## src/rtl/crc8_serial_framer.sv

```systemverilog
// Bit-serial framer: forwards DATA_BITS payload bits, then appends an MSB-first CRC-8.
// Optional macro CRC8_FINAL_XOR_EN inverts the appended CRC bits (final XOR with 8'hFF).
module crc8_serial_framer #(
  parameter int         DATA_BITS = 16,
  parameter logic [7:0] POLY      = 8'h07,
  parameter logic [7:0] INIT      = 8'h00
) (
  input  logic        clk,
  input  logic        rst,
  input  logic        in_bit,
  input  logic        in_valid,
  output logic        in_ready,
  output logic        out_bit,
  output logic        out_valid,
  input  logic        out_ready,
  output logic        out_last,
  output logic        busy,
  output logic [15:0] frame_cnt
);

  typedef enum logic [1:0] {IDLE, DATA, CRC} state_t;

  localparam logic [15:0] LAST_IDX = 16'(DATA_BITS - 1);

  state_t      state_q, state_d;
  logic [7:0]  crc_q, crc_d;
  logic [15:0] bit_cnt_q, bit_cnt_d;
  logic [2:0]  crc_cnt_q, crc_cnt_d;
  logic        out_bit_q, out_bit_d;
  logic        out_valid_q, out_valid_d;
  logic        out_last_q, out_last_d;
  logic [15:0] frame_cnt_q, frame_cnt_d;
  logic        slot_free, accept;

  function automatic logic [7:0] crc_step(input logic [7:0] crc, input logic b);
    return {crc[6:0], 1'b0} ^ ((crc[7] ^ b) ? POLY : 8'h00);
  endfunction

  function automatic logic crc_out_bit(input logic msb);
`ifdef CRC8_FINAL_XOR_EN
    return ~msb;
`else
    return msb;
`endif
  endfunction

  assign slot_free = !out_valid_q || out_ready;
  assign in_ready  = slot_free && (state_q != CRC);
  assign accept    = in_valid && in_ready;

  always_comb begin
    state_d     = state_q;
    crc_d       = crc_q;
    bit_cnt_d   = bit_cnt_q;
    crc_cnt_d   = crc_cnt_q;
    out_bit_d   = out_bit_q;
    out_valid_d = out_valid_q;
    out_last_d  = out_last_q;
    frame_cnt_d = frame_cnt_q;
    if (accept) begin
      out_bit_d   = in_bit;
      out_valid_d = 1'b1;
      out_last_d  = 1'b0;
      crc_d       = crc_step(crc_q, in_bit);
      // IDLE and DATA share the counter path; DATA_BITS==1 falls straight into CRC
      if (bit_cnt_q == LAST_IDX) begin
        bit_cnt_d = '0;
        state_d   = CRC;
      end else begin
        bit_cnt_d = bit_cnt_q + 16'd1;
        state_d   = DATA;
      end
    end else if (state_q == CRC && slot_free) begin
      out_bit_d   = crc_out_bit(crc_q[7]);
      out_valid_d = 1'b1;
      out_last_d  = 1'b0;
      crc_d       = {crc_q[6:0], 1'b0};
      crc_cnt_d   = crc_cnt_q + 3'd1;
      if (crc_cnt_q == 3'd7) begin
        out_last_d  = 1'b1;
        crc_d       = INIT;
        crc_cnt_d   = '0;
        frame_cnt_d = frame_cnt_q + 16'd1;
        state_d     = IDLE;
      end
    end else if (slot_free) begin
      out_valid_d = 1'b0;
      out_last_d  = 1'b0;
    end
  end

  always_ff @(posedge clk) begin
    if (rst) begin
      state_q     <= IDLE;
      crc_q       <= INIT;
      bit_cnt_q   <= '0;
      crc_cnt_q   <= '0;
      out_bit_q   <= 1'b0;
      out_valid_q <= 1'b0;
      out_last_q  <= 1'b0;
      frame_cnt_q <= '0;
    end else begin
      state_q     <= state_d;
      crc_q       <= crc_d;
      bit_cnt_q   <= bit_cnt_d;
      crc_cnt_q   <= crc_cnt_d;
      out_bit_q   <= out_bit_d;
      out_valid_q <= out_valid_d;
      out_last_q  <= out_last_d;
      frame_cnt_q <= frame_cnt_d;
    end
  end

  assign out_bit   = out_bit_q;
  assign out_valid = out_valid_q;
  assign out_last  = out_last_q;
  assign busy      = (state_q != IDLE);
  assign frame_cnt = frame_cnt_q;

endmodule

```

## config.mk

```make
export PLATFORM = sky130hd
export DESIGN_NAME = crc8_serial_framer
export DESIGN_NICKNAME = d
export VERILOG_FILES = /design/src/rtl/crc8_serial_framer.sv
export SDC_FILE = /design/constraint.sdc
export NUM_CORES = 1
export LEC_CHECK = 0
export CORE_UTILIZATION = 45
export CTS_BUF_LIST = sky130_fd_sc_hd__clkbuf_8 sky130_fd_sc_hd__clkbuf_16
export CTS_CLUSTER_DIAMETER = 50
export DETAILED_ROUTE_END_ITERATION = 10
export PLACE_DENSITY = 0.74
export SLEW_MARGIN = 20
export SYNTH_ARGS = -nofsm -noshare
export SYNTH_HDL_FRONTEND = slang
export SYNTH_SLANG_ARGS = --single-unit
```

## constraint.sdc

```tcl
create_clock -name clk -period 2.5 [get_ports clk]
set_input_delay 0.375 -clock clk [delete_from_list [all_inputs] [get_ports clk]]
set_output_delay 0.375 -clock clk [all_outputs]
set_load 0.01 [all_outputs]
```

==> key figures, run 1 <==
STA
  • Clock Skew: 8.50 ps
  • Slew HR: 0.569
  • Max-slew violations: 0
  • Final Setup Violations: 0
  • Final WS setup: 332 ps
  • RSZ-0062 raised after global routing: no
  • Final TNS setup: 0 ps
  • Final Hold Vio Count: 0
  • Slew @ Worst Pin: 642 ps
  • Final period util: 0.867
  • Max Clk Rate: 0.461 GHz
  • Period minus WS final: 2170 ps

Final layout
  • Nets@finish: 297
  • Area grow syn2layout: 18.4%
  • Layout cell share with drive strength beyond 1: 0.0660
  • Inserted Diodes: 0
  • Number of fill cells in the layout: 420

Clock tree
  • CTS Sinks: 48
  • CTS root buf: clkbuf_8
  • H-tree levels: 2
  • Worst-Skew Late Latency: 300 ps
  • Cts bufs inserted: 5
  • Hold-fix buffers, CTS: 0
  • CTS tree: done
  • Clock slew at reported path FFs: 90 ps
  • Clock Tree Buf Depth: 2
  • Resize count post-CTS: 0
  • Post-CTS Setup Bufs: 0

Yosys
  • Largest area contributor in the netlist: dfxtp_1
  • Netlist cell types: 34
  • Syn Inst Count: 261
  • Register area share after synthesis: 0.440
  • Synthesized net count: 270
  • Syn. warnings: 0
  • Post-Syn Area: 2180 sq um
  • Synth Register Bits: 48
  • Number of flops mapped to enable cells by yosys: 0
  • Avg Cell Area, Syn: 8.37 sq um
  • Ranking of synthesized cells by area: dfxtp_1, a21oi_1, or3_1
  • Post-synth top flop: dfxtp_1
  • Top-area cell type share of the netlist area: 0.440
  • Async SR Flop Fraction: 0

Placed design
  • Routability Congestion: 0.806
  • HPWL after detailed placement: 3170 um
  • Port bufs: 25
  • Place WS: 237 ps

Route
  • Final ANT Viol Nets: 0
  • Detailed-route DRC error count: 0
  • Via count: 1942
  • Drt first-iter violations: 84
  • Overall routed net length: 4530 um
  • First drt pass iteration count: 4
  • DR WL/cell: 13.3 um
  • Via density: 5.71

Worst setup path
  • CP arrival: 1790 ps
  • CP startpoint kind: input port
  • Critical Path RT: 2120 ps
  • Reg-to-reg startpoint: crc_cnt_q[0]$_SDFFE_PP0P_
  • R2r setup slk: 430 ps
  • WS Path Type: in2out
  • Crit path max fanout: 7
  • FF-to-FF path depth: 6
  • Critical register-to-register path endpoint: frame_cnt[14]$_SDFFE_PP0P_
  • CP endpoint kind: output pin

Die
  • # rows: 24
  • Die ar.: 5140 sq um
  • Initial Util: 0.485
  • Chip width: 71.7 um
  • Die Y: 71.7 um
  • Core Area: 4500 sq um
  • I/O pins: 26

Global routing
  • First-pass GRT wire length: 7660 um
  • GRT overflow: 0
  • GRT Total Usage: 0.187
  • Initial antenna violation count: 0
  • Largest net degree at the start of global routing: 34
  • Vias in the first global route: 1719

Flow run
  • Max-cap viol count: 0

Power
  • Worst VDD drop: 0.000374 V
  • Power per cell area: 504 nW/um^2
  • Pleak: 0.837 nW

Min path
  • WHS Path Cells: 2
  • Hold WC Path Type: reg2reg
  • Hold_sp: crc_q[3]$_SDFFE_PP0P_
  • Endpoint, Worst Hold: crc_q[3]$_SDFFE_PP0P_

Outcome
  • Status: finished clean
[Yosys cell counts, drive strengths merged, types with 2 or more instances]
master	count
o31ai	7
clkbuf	11
nand2b	2
a21oi	35
or2	2
buf	3
nand2	22
inv	3
nor2	17
or3	16
xor2	7
nor3	3
and4	4
or4	7
o21ai	19
nand4	12
nor4	5
o211ai	2
xnor2	5
dfxtp	48
nor2b	2
and3	4
a2bb2oi	2
ha	4
nand3	13
[worst max-delay path by stage]
stage / endpoint / startpoint / slack (ps) / cells after the start
finish: in_ready / out_ready / 330 / 4
global route: in_ready / out_ready / 280 / 4
CTS: in_ready / out_ready / 340 / 4
detailed placement: bit_cnt_q[15]$_SDFFE_PP0P_ / in_valid / 240 / 5
global placement: bit_cnt_q[15]$_SDFFE_PP0P_ / out_ready / 270 / 5
floorplan: frame_cnt[14]$_SDFFE_PP0P_ / crc_cnt_q[0]$_SDFFE_PP0P_ / 610 / 7
[cells in the final DEF, fill, tap and decap left out, types with 3 or more instances in the layout]
master / count
dfxtp_1: 48
a21oi_1: 35
clkdlybuf4s50_1: 25
nand2_1: 22
o21ai_0: 18
nor2_1: 17
or3_1: 16
nand3_1: 13
nand4_1: 12
buf_4: 9
xor2_1: 7
o31ai_1: 7
or4_1: 7
nor4_1: 5
xnor2_1: 5
clkbuf_8: 5
and3_1: 4
and4_1: 4
ha_1: 4
nor3_1: 3
inv_1: 3
[critical path: stages]
cell and delay, ps:
clkdlybuf4s50_1 420, nor2b_1 370, nor2_1 120, clkdlybuf4s50_1 500
[state kept, by name (all words and copies together) (netlist names)]
signal	cells
frame_cnt	16
state_q	2
out_valid	1
out_last	1
crc_q	8
out_bit	1
bit_cnt_q	16
crc_cnt_q	3
[layer usage]
layer / wire length [um] / GRT usage / part of all wire / vias up
met5: 0 / 0 / 0 / -
met4: 43 / 0.0588 / 0.0095 / 0
met3: 134 / 0.0464 / 0.030 / 4
met2: 2050 / 0.308 / 0.45 / 23
met1: 2300 / 0.241 / 0.51 / 901
li1: - / - / - / 1014
[layout make-up]
cell class                 instances  area (sq um)  area share
multi-input combinational        196          1150       0.445
inverter                           3          11.3     0.00435
clock buffer                       5          68.8      0.0266
timing repair buffer              34           318       0.123
sequential                        48           961       0.372
clock inverter                     2          12.5     0.00484
tap                               52          65.1      0.0252
[power breakdown]
| group | total (W) | internal [W] | leakage, nW | switching [W] |
|---|---|---|---|---|
| sequential | 0.000782 | 0.000774 | 0.388 | 0.00000764 |
| clock | 0.000449 | 0.000190 | 0.0400 | 0.000259 |
| combinational | 0.0000730 | 0.0000325 | 0.409 | 0.0000405 |
| total | 0.00130 | 0.000996 | 0.837 | 0.000307 |
[through the flow]
stage | total power, W | cell area (sq um) | hold WS (ps) | cells | utilization
2_1_floorplan | 0.000842 | 2180 | 428 | 261 | -
3_3_place_gp | 0.000872 | 2500 | 437 | 333 | 0.556
3_5_place_dp | 0.000873 | 2500 | 443 | 333 | 0.556
4_1_cts | 0.00132 | 2590 | 457 | 340 | 0.574
5_1_grt | 0.00135 | 2590 | 487 | 340 | 0.574
6_report | 0.00130 | 2590 | 456 | 340 | 0.574
[cells by family after synthesis]
| family | synth area share |
|---|---|
| AO/OA/AOI/OAI | 0.173 |
| XOR/XNOR | 0.0481 |
| adder cells (fa/ha/maj) | 0.0229 |
| buffers and inverters | 0.0338 |
| flip-flops | 0.440 |
| AND/OR/NAND/NOR | 0.282 |
(Power assumes the default switching activity.)
==> run 2: changes to the inputs <==
Settings changed: CTS_BUF_LIST sky130_fd_sc_hd__clkbuf_8 sky130_fd_sc_hd__clkbuf_16 to default, HOLD_SLACK_MARGIN from default to 0.03, MAX_ROUTING_LAYER from default to met4.
==> run 2 against run 1 <==
Net effect: hold slack got worse by 0.63 ps; final area unchanged; combinational power is essentially flat; worst setup slack is essentially flat.
==> key figures, run 2 (synthesized netlist as in run 1, its figures left out) <==
Die
  • I/O pins: 26 (unchanged)
  • Die Y: 71.7 um (unchanged)
  • Initial Util: 0.485 (unchanged)
  • Chip width: 71.7 um (unchanged)
  • Core Area: 4500 sq um (unchanged)
  • # rows: 24 (unchanged)
  • Die ar.: 5140 sq um (unchanged)

Route
  • Detailed-route DRC error count: 0 (unchanged)
  • Final ANT Viol Nets: 0 (unchanged)
  • Drt first-iter violations: 80 (-4.8%)
  • First drt pass iteration count: 4 (unchanged)
  • DR WL/cell: 13.3 um (+0.22%)
  • Overall routed net length: 4540 um (+0.22%)
  • Via count: 1957 (+0.77%)
  • Via density: 5.76 (+0.77%)

Power
  • Total power: 0.00130 W (about the same)
  • Worst VDD drop: 0.000373 V (-0.42%)
  • Power per cell area: 504 nW/um^2 (about the same)
  • Pleak: 0.837 nW (unchanged)

Flow run
  • Max-cap viol count: 0 (unchanged)

Clock tree
  • Resize count post-CTS: 0 (unchanged)
  • Clock slew at reported path FFs: 90 ps (about the same)
  • CTS root buf: clkbuf_8
  • CTS tree: done
  • Cts bufs inserted: 5 (unchanged)
  • Post-CTS Setup Bufs: 0 (unchanged)
  • H-tree levels: 2 (unchanged)
  • Hold-fix buffers, CTS: 0 (unchanged)
  • Worst-Skew Late Latency: 300 ps (about the same)
  • Clock Tree Buf Depth: 2 (unchanged)
  • CTS Sinks: 48 (unchanged)

Worst setup path
  • CP startpoint kind: input port
  • Critical Path RT: 2120 ps (about the same)
  • WS Path Type: in2out
  • Crit path max fanout: 7 (unchanged)
  • CP arrival: 1790 ps (about the same)
  • CP endpoint kind: output pin

Global routing
  • M3 GR Usage: 0.0464 (unchanged)
  • Most crowded layer after global routing: met2
  • Largest net degree at the start of global routing: 34 (unchanged)
  • First-pass GRT wire length: 7650 um (-0.18%)
  • GRT Total Usage: 0.192 (+0.00567)
  • M1 GR Usage: 0.241 (unchanged)
  • Initial antenna violation count: 0 (unchanged)
  • Met2 Use GR: 0.308 (unchanged)
  • GRT overflow: 0 (unchanged)
  • Vias in the first global route: 1722 (+0.17%)

Final layout
  • Inserted Diodes: 0 (unchanged)
  • Util after Layout: 0.574 (unchanged)
  • Design area: 2590 sq um (unchanged)
  • Layout cell share with drive strength beyond 1: 0.0660 (unchanged)
  • Number of fill cells in the layout: 420 (unchanged)
  • Area grow syn2layout: 18.4% (unchanged)
  • Nets@finish: 297 (unchanged)
  • Most frequent cells in the layout: dfxtp_1, a21oi_1, clkdlybuf4s50_1
  • Commonest non-fill, non-tap cell in the layout: dfxtp_1

Placed design
  • HPWL after detailed placement: 3170 um (unchanged)
  • Routability Congestion: 0.818 (+1.5%)
  • Port bufs: 25 (unchanged)
  • DP Area: 2500 sq um (unchanged)

STA
  • Final Setup Violations: 0 (unchanged)
  • Period minus WS final: 2170 ps (+0.407 ps)
  • Final TNS setup: 0 ps (unchanged)
  • Max-slew violations: 0 (unchanged)
  • Final Hold Vio Count: 0 (unchanged)
  • Slew HR: 0.571 (+0.00247)
  • Max Clk Rate: 0.461 GHz (about the same)
  • Slew @ Worst Pin: 639 ps (-3.68 ps)
  • RSZ-0062 raised after global routing: no
  • Final period util: 0.867 (about the same)
  • Clock Skew: 8.24 ps (-0.251 ps)

Outcome
  • Status: finished clean

Min path
  • Hold WC Path Type: reg2reg
==> run 2: final timing paths <==
check	from	end	slack, ps	cells past startpoint
hold reg to reg	crc_q[5]$_SDFFE_PP0P_	crc_q[5]$_SDFFE_PP0P_	460	2
setup / recovery	out_ready	in_ready	330	4
setup reg to reg	crc_cnt_q[0]$_SDFFE_PP0P_	frame_cnt[14]$_SDFFE_PP0P_	430	6
hold / removal	crc_q[5]$_SDFFE_PP0P_	crc_q[5]$_SDFFE_PP0P_	460	2
==> run 2: critical path, cell delays in order <==
cell and delay (ps):
clkdlybuf4s50_1 420, nor2b_1 370, nor2_1 120, clkdlybuf4s50_1 500
==> run 2: layout make-up <==
| class | count | area [sq um] | area share |
|---|---|---|---|
| Multi-Input combinational cell | 196 | 1150 | 0.445 |
| Inverter | 3 | 11.3 | 0.00435 |
| Sequential cell | 48 | 961 | 0.372 |
| Tap cell | 52 | 65.1 | 0.0252 |
| Clock buffer | 5 | 68.8 | 0.0266 |
| Clock inverter | 2 | 12.5 | 0.00484 |
| Timing Repair Buffer | 34 | 318 | 0.123 |
==> run 2: metal layers <==
metal,routed length (um),share of wire
met5,0,0
met4,38,0.0084
met3,151,0.033
met2,2080,0.46
met1,2270,0.50
==> run 2: stage by stage <==
stage	hold WS [ps]	worst slack [ps]	instances
final	456	331	340
after global routing	487	279	340
after global placement	437	275	333
after detailed placement	443	237	333
after floorplan	428	607	261
after CTS	457	337	340
==> run 2: power breakdown <==
| part | switching (W) | internal, W | total [W] |
|---|---|---|---|
| Combinational | 0.0000406 | 0.0000325 | 0.0000731 |
| Sequential | 0.00000762 | 0.000774 | 0.000782 |
| Clock | 0.000259 | 0.000190 | 0.000448 |
| Total | 0.000307 | 0.000996 | 0.00130 |
==> run 3: changes to the inputs <==
Settings changed: CTS_CLUSTER_SIZE from default to 12, PLACE_DENSITY 0.74 to 0.76.
Clock period 2.5 ns to 1.8 ns, I/O delays scaled along.
==> run 3 against run 2 <==
Net effect: worst setup slack got worse by 290 ps; register-to-register slack lost 390 ps; sequential share of layout area down 4.3 points; critical path type is now reg2reg; non-clock buffer count is 32 higher; critical path depth rose by 2; global-route usage is 1.9 points higher; final area is 13% higher; cell count up 9.7%; sequential cell count did not move; wire length grew 6.5%; count of clock-buffer cells in the layout increased by 1; utilization is 7.7 points higher.
==> key figures, run 3 (synthesized netlist as in run 1, its figures left out) <==
Route
  • Final ANT Viol Nets: 0 (unchanged)
  • Drt first-iter violations: 108 (+35%)
  • DR WL/cell: 13.0 um (-2.9%)
  • Via density: 5.64 (-2.0%)
  • Overall routed net length: 4830 um (+6.5%)
  • Via count: 2104 (+7.5%)
  • Detailed-route DRC error count: 0 (unchanged)
  • First drt pass iteration count: 4 (unchanged)

Power
  • Worst VDD drop: 0.000574 V (+54%)
  • Clock power share: 0.390 (+0.046)
  • Combinational Power Share: 0.061 (+0.005)
  • Total power: 0.00198 W (+52%)
  • Sw frac: 0.217 (-0.0182)
  • NetSw: 0.000430 W (+40%)
  • Pleak: 1.02 nW (+21%)
  • Internal: 0.00155 W (+55%)
  • Power per cell area: 674 nW/um^2 (+34%)
  • Sequential share of power: 0.549 (-0.051)

Final layout
  • Commonest non-fill, non-tap cell in the layout: dfxtp_1
  • Finished Layout Cells: 373 (+9.7%)
  • Inserted Diodes: 0 (unchanged)
  • Layout cell share with drive strength beyond 1: 0.206 (+0.140)
  • Area grow syn2layout: 34.3%
  • Number of fill cells in the layout: 381 (-9.3%)
  • Most frequent cells in the layout: dfxtp_1, buf_4, a21oi_1
  • Nets@finish: 329 (+11%)

Die
  • Chip width: 71.7 um (unchanged)
  • Die Y: 71.7 um (unchanged)
  • Initial Util: 0.485 (unchanged)
  • Core Area: 4500 sq um (unchanged)
  • Die ar.: 5140 sq um (unchanged)
  • # rows: 24 (unchanged)
  • I/O pins: 26 (unchanged)

Worst setup path
  • WS Path Type: reg2reg
  • R2r setup slk: 40 ps (-390 ps)
  • CP endpoint kind: flop
  • CP startpoint kind: flop
  • Critical Path RT: 2040 ps (-80 ps)
  • Crit path max fanout: 7 (unchanged)
  • CP arrival: 2000 ps (+210 ps)

Clock tree
  • CTS tree: done
  • Cts bufs inserted: 5 (unchanged)
  • H-tree levels: 2 (unchanged)
  • Clock Tree Buf Depth: 2 (unchanged)
  • CTS root buf: clkbuf_8
  • Hold-fix buffers, CTS: 0 (unchanged)
  • CTS Sinks: 48 (unchanged)
  • Worst-Skew Late Latency: 310 ps (about the same)
  • Clock slew at reported path FFs: 80 ps (about the same)

Global routing
  • Initial antenna violation count: 0 (unchanged)
  • Vias in the first global route: 1969 (+14%)
  • GRT Total Usage: 0.211 (+0.0187)
  • Largest net degree at the start of global routing: 21 (-38%)
  • GRT overflow: 0 (unchanged)
  • First-pass GRT wire length: 8430 um (+10%)

STA
  • RSZ-0062 raised after global routing: yes
  • Final Setup Violations: 0 (unchanged)
  • Final period util: 0.978
  • Clock Skew: 10.9 ps (+2.65 ps)
  • Final Hold Vio Count: 0 (unchanged)
  • Final TNS setup: 0 ps (unchanged)
  • Slew @ Worst Pin: 358 ps (-280 ps)
  • Max-slew violations: 0 (unchanged)
  • Slew HR: 0.761 (+0.189)
  • Final WS setup: 39.7 ps (-292 ps)
  • Period minus WS final: 1760 ps
  • Max Clk Rate: 0.568 GHz

Min path
  • Hold WC Path Type: reg2reg

Placed design
  • Routability Congestion: 0.796 (-2.6%)
  • Place WS: -229 ps (-466 ps)
  • Port bufs: 25 (unchanged)
  • Placed instance count: 364 (+9.3%)
  • HPWL after detailed placement: 3530 um (+11%)

Outcome
  • Status: finished clean

Flow run
  • Max-cap viol count: 0 (unchanged)
-- run 3: cell types whose count changed in the layout (fill, tap and decap cells not counted), sizes merged --
| cell | change |
|---|---|
| clkdlybuf4s50 | -1 |
| dlygate4sd2 | +1 |
| buf | +32 |
| clkinvlp | -1 |
| bufinv | +1 |
| clkbuf | +1 |
-- run 3: worst max-delay path: stages, from the launching register on --
cell     delay [ps]
dfxtp_2         360
ha_4            150
ha_4            130
nand3_2          80
or3_4           370
or4_4           490
a21oi_2         110
-- run 3: area by class of cell --
type	instances	area, sq um	share of cell area
multi-input combinational	196	1220	0.415
sequential	48	965	0.329
timing repair buffer	66	569	0.194
clock buffer	6	72.6	0.0247
tap	52	65.1	0.0222
clock inverter	2	35.0	0.0119
inverter	3	11.3	0.00384
-- run 3: final timing paths --
check	startpoint	to	cells past startpoint
setup / recovery	crc_cnt_q[0]$_SDFFE_PP0P_	frame_cnt[12]$_SDFFE_PP0P_	6
hold / removal	crc_q[5]$_SDFFE_PP0P_	crc_q[5]$_SDFFE_PP0P_	2
setup reg to reg	crc_cnt_q[0]$_SDFFE_PP0P_	frame_cnt[12]$_SDFFE_PP0P_	6
hold reg to reg	crc_q[5]$_SDFFE_PP0P_	crc_q[5]$_SDFFE_PP0P_	2
-- run 3: power groups by stage --
stage | registers, W | logic, W | clock network (W)
finish | 0.00109 | 0.000121 | 0.000771
global placement | 0.00111 | 0.000120 | 0
detailed placement | 0.00111 | 0.000121 | 0
CTS | 0.00109 | 0.000122 | 0.000782
global route | 0.00109 | 0.000134 | 0.000823
floorplan | 0.00111 | 0.0000603 | 0
-- run 3: metal layers --
layer / global-route usage / wire (um) / vias to the layer above
met4: 0.0719 / 46 / 0
met2: 0.328 / 2270 / 30
met1: 0.275 / 2370 / 995
li1: - / - / 1074
met5: - / 0 / -
met3: 0.0422 / 138 / 5
-- run 3: repair_timing --
action,in CTS,in global routing
buffers inserted,1,0
resized for setup,5,9
setup endpoints to repair,3,5
pin swaps,2,2
-- run 3: stage by stage --
step                      area, sq um  utilization  hold WS (ps)
after global routing             2930        0.651           492
after detailed placement         2770        0.615           449
after global placement           2770        0.615           438
final                            2930        0.651           455
after floorplan                  2210            -           428
after CTS                        2900        0.644           461
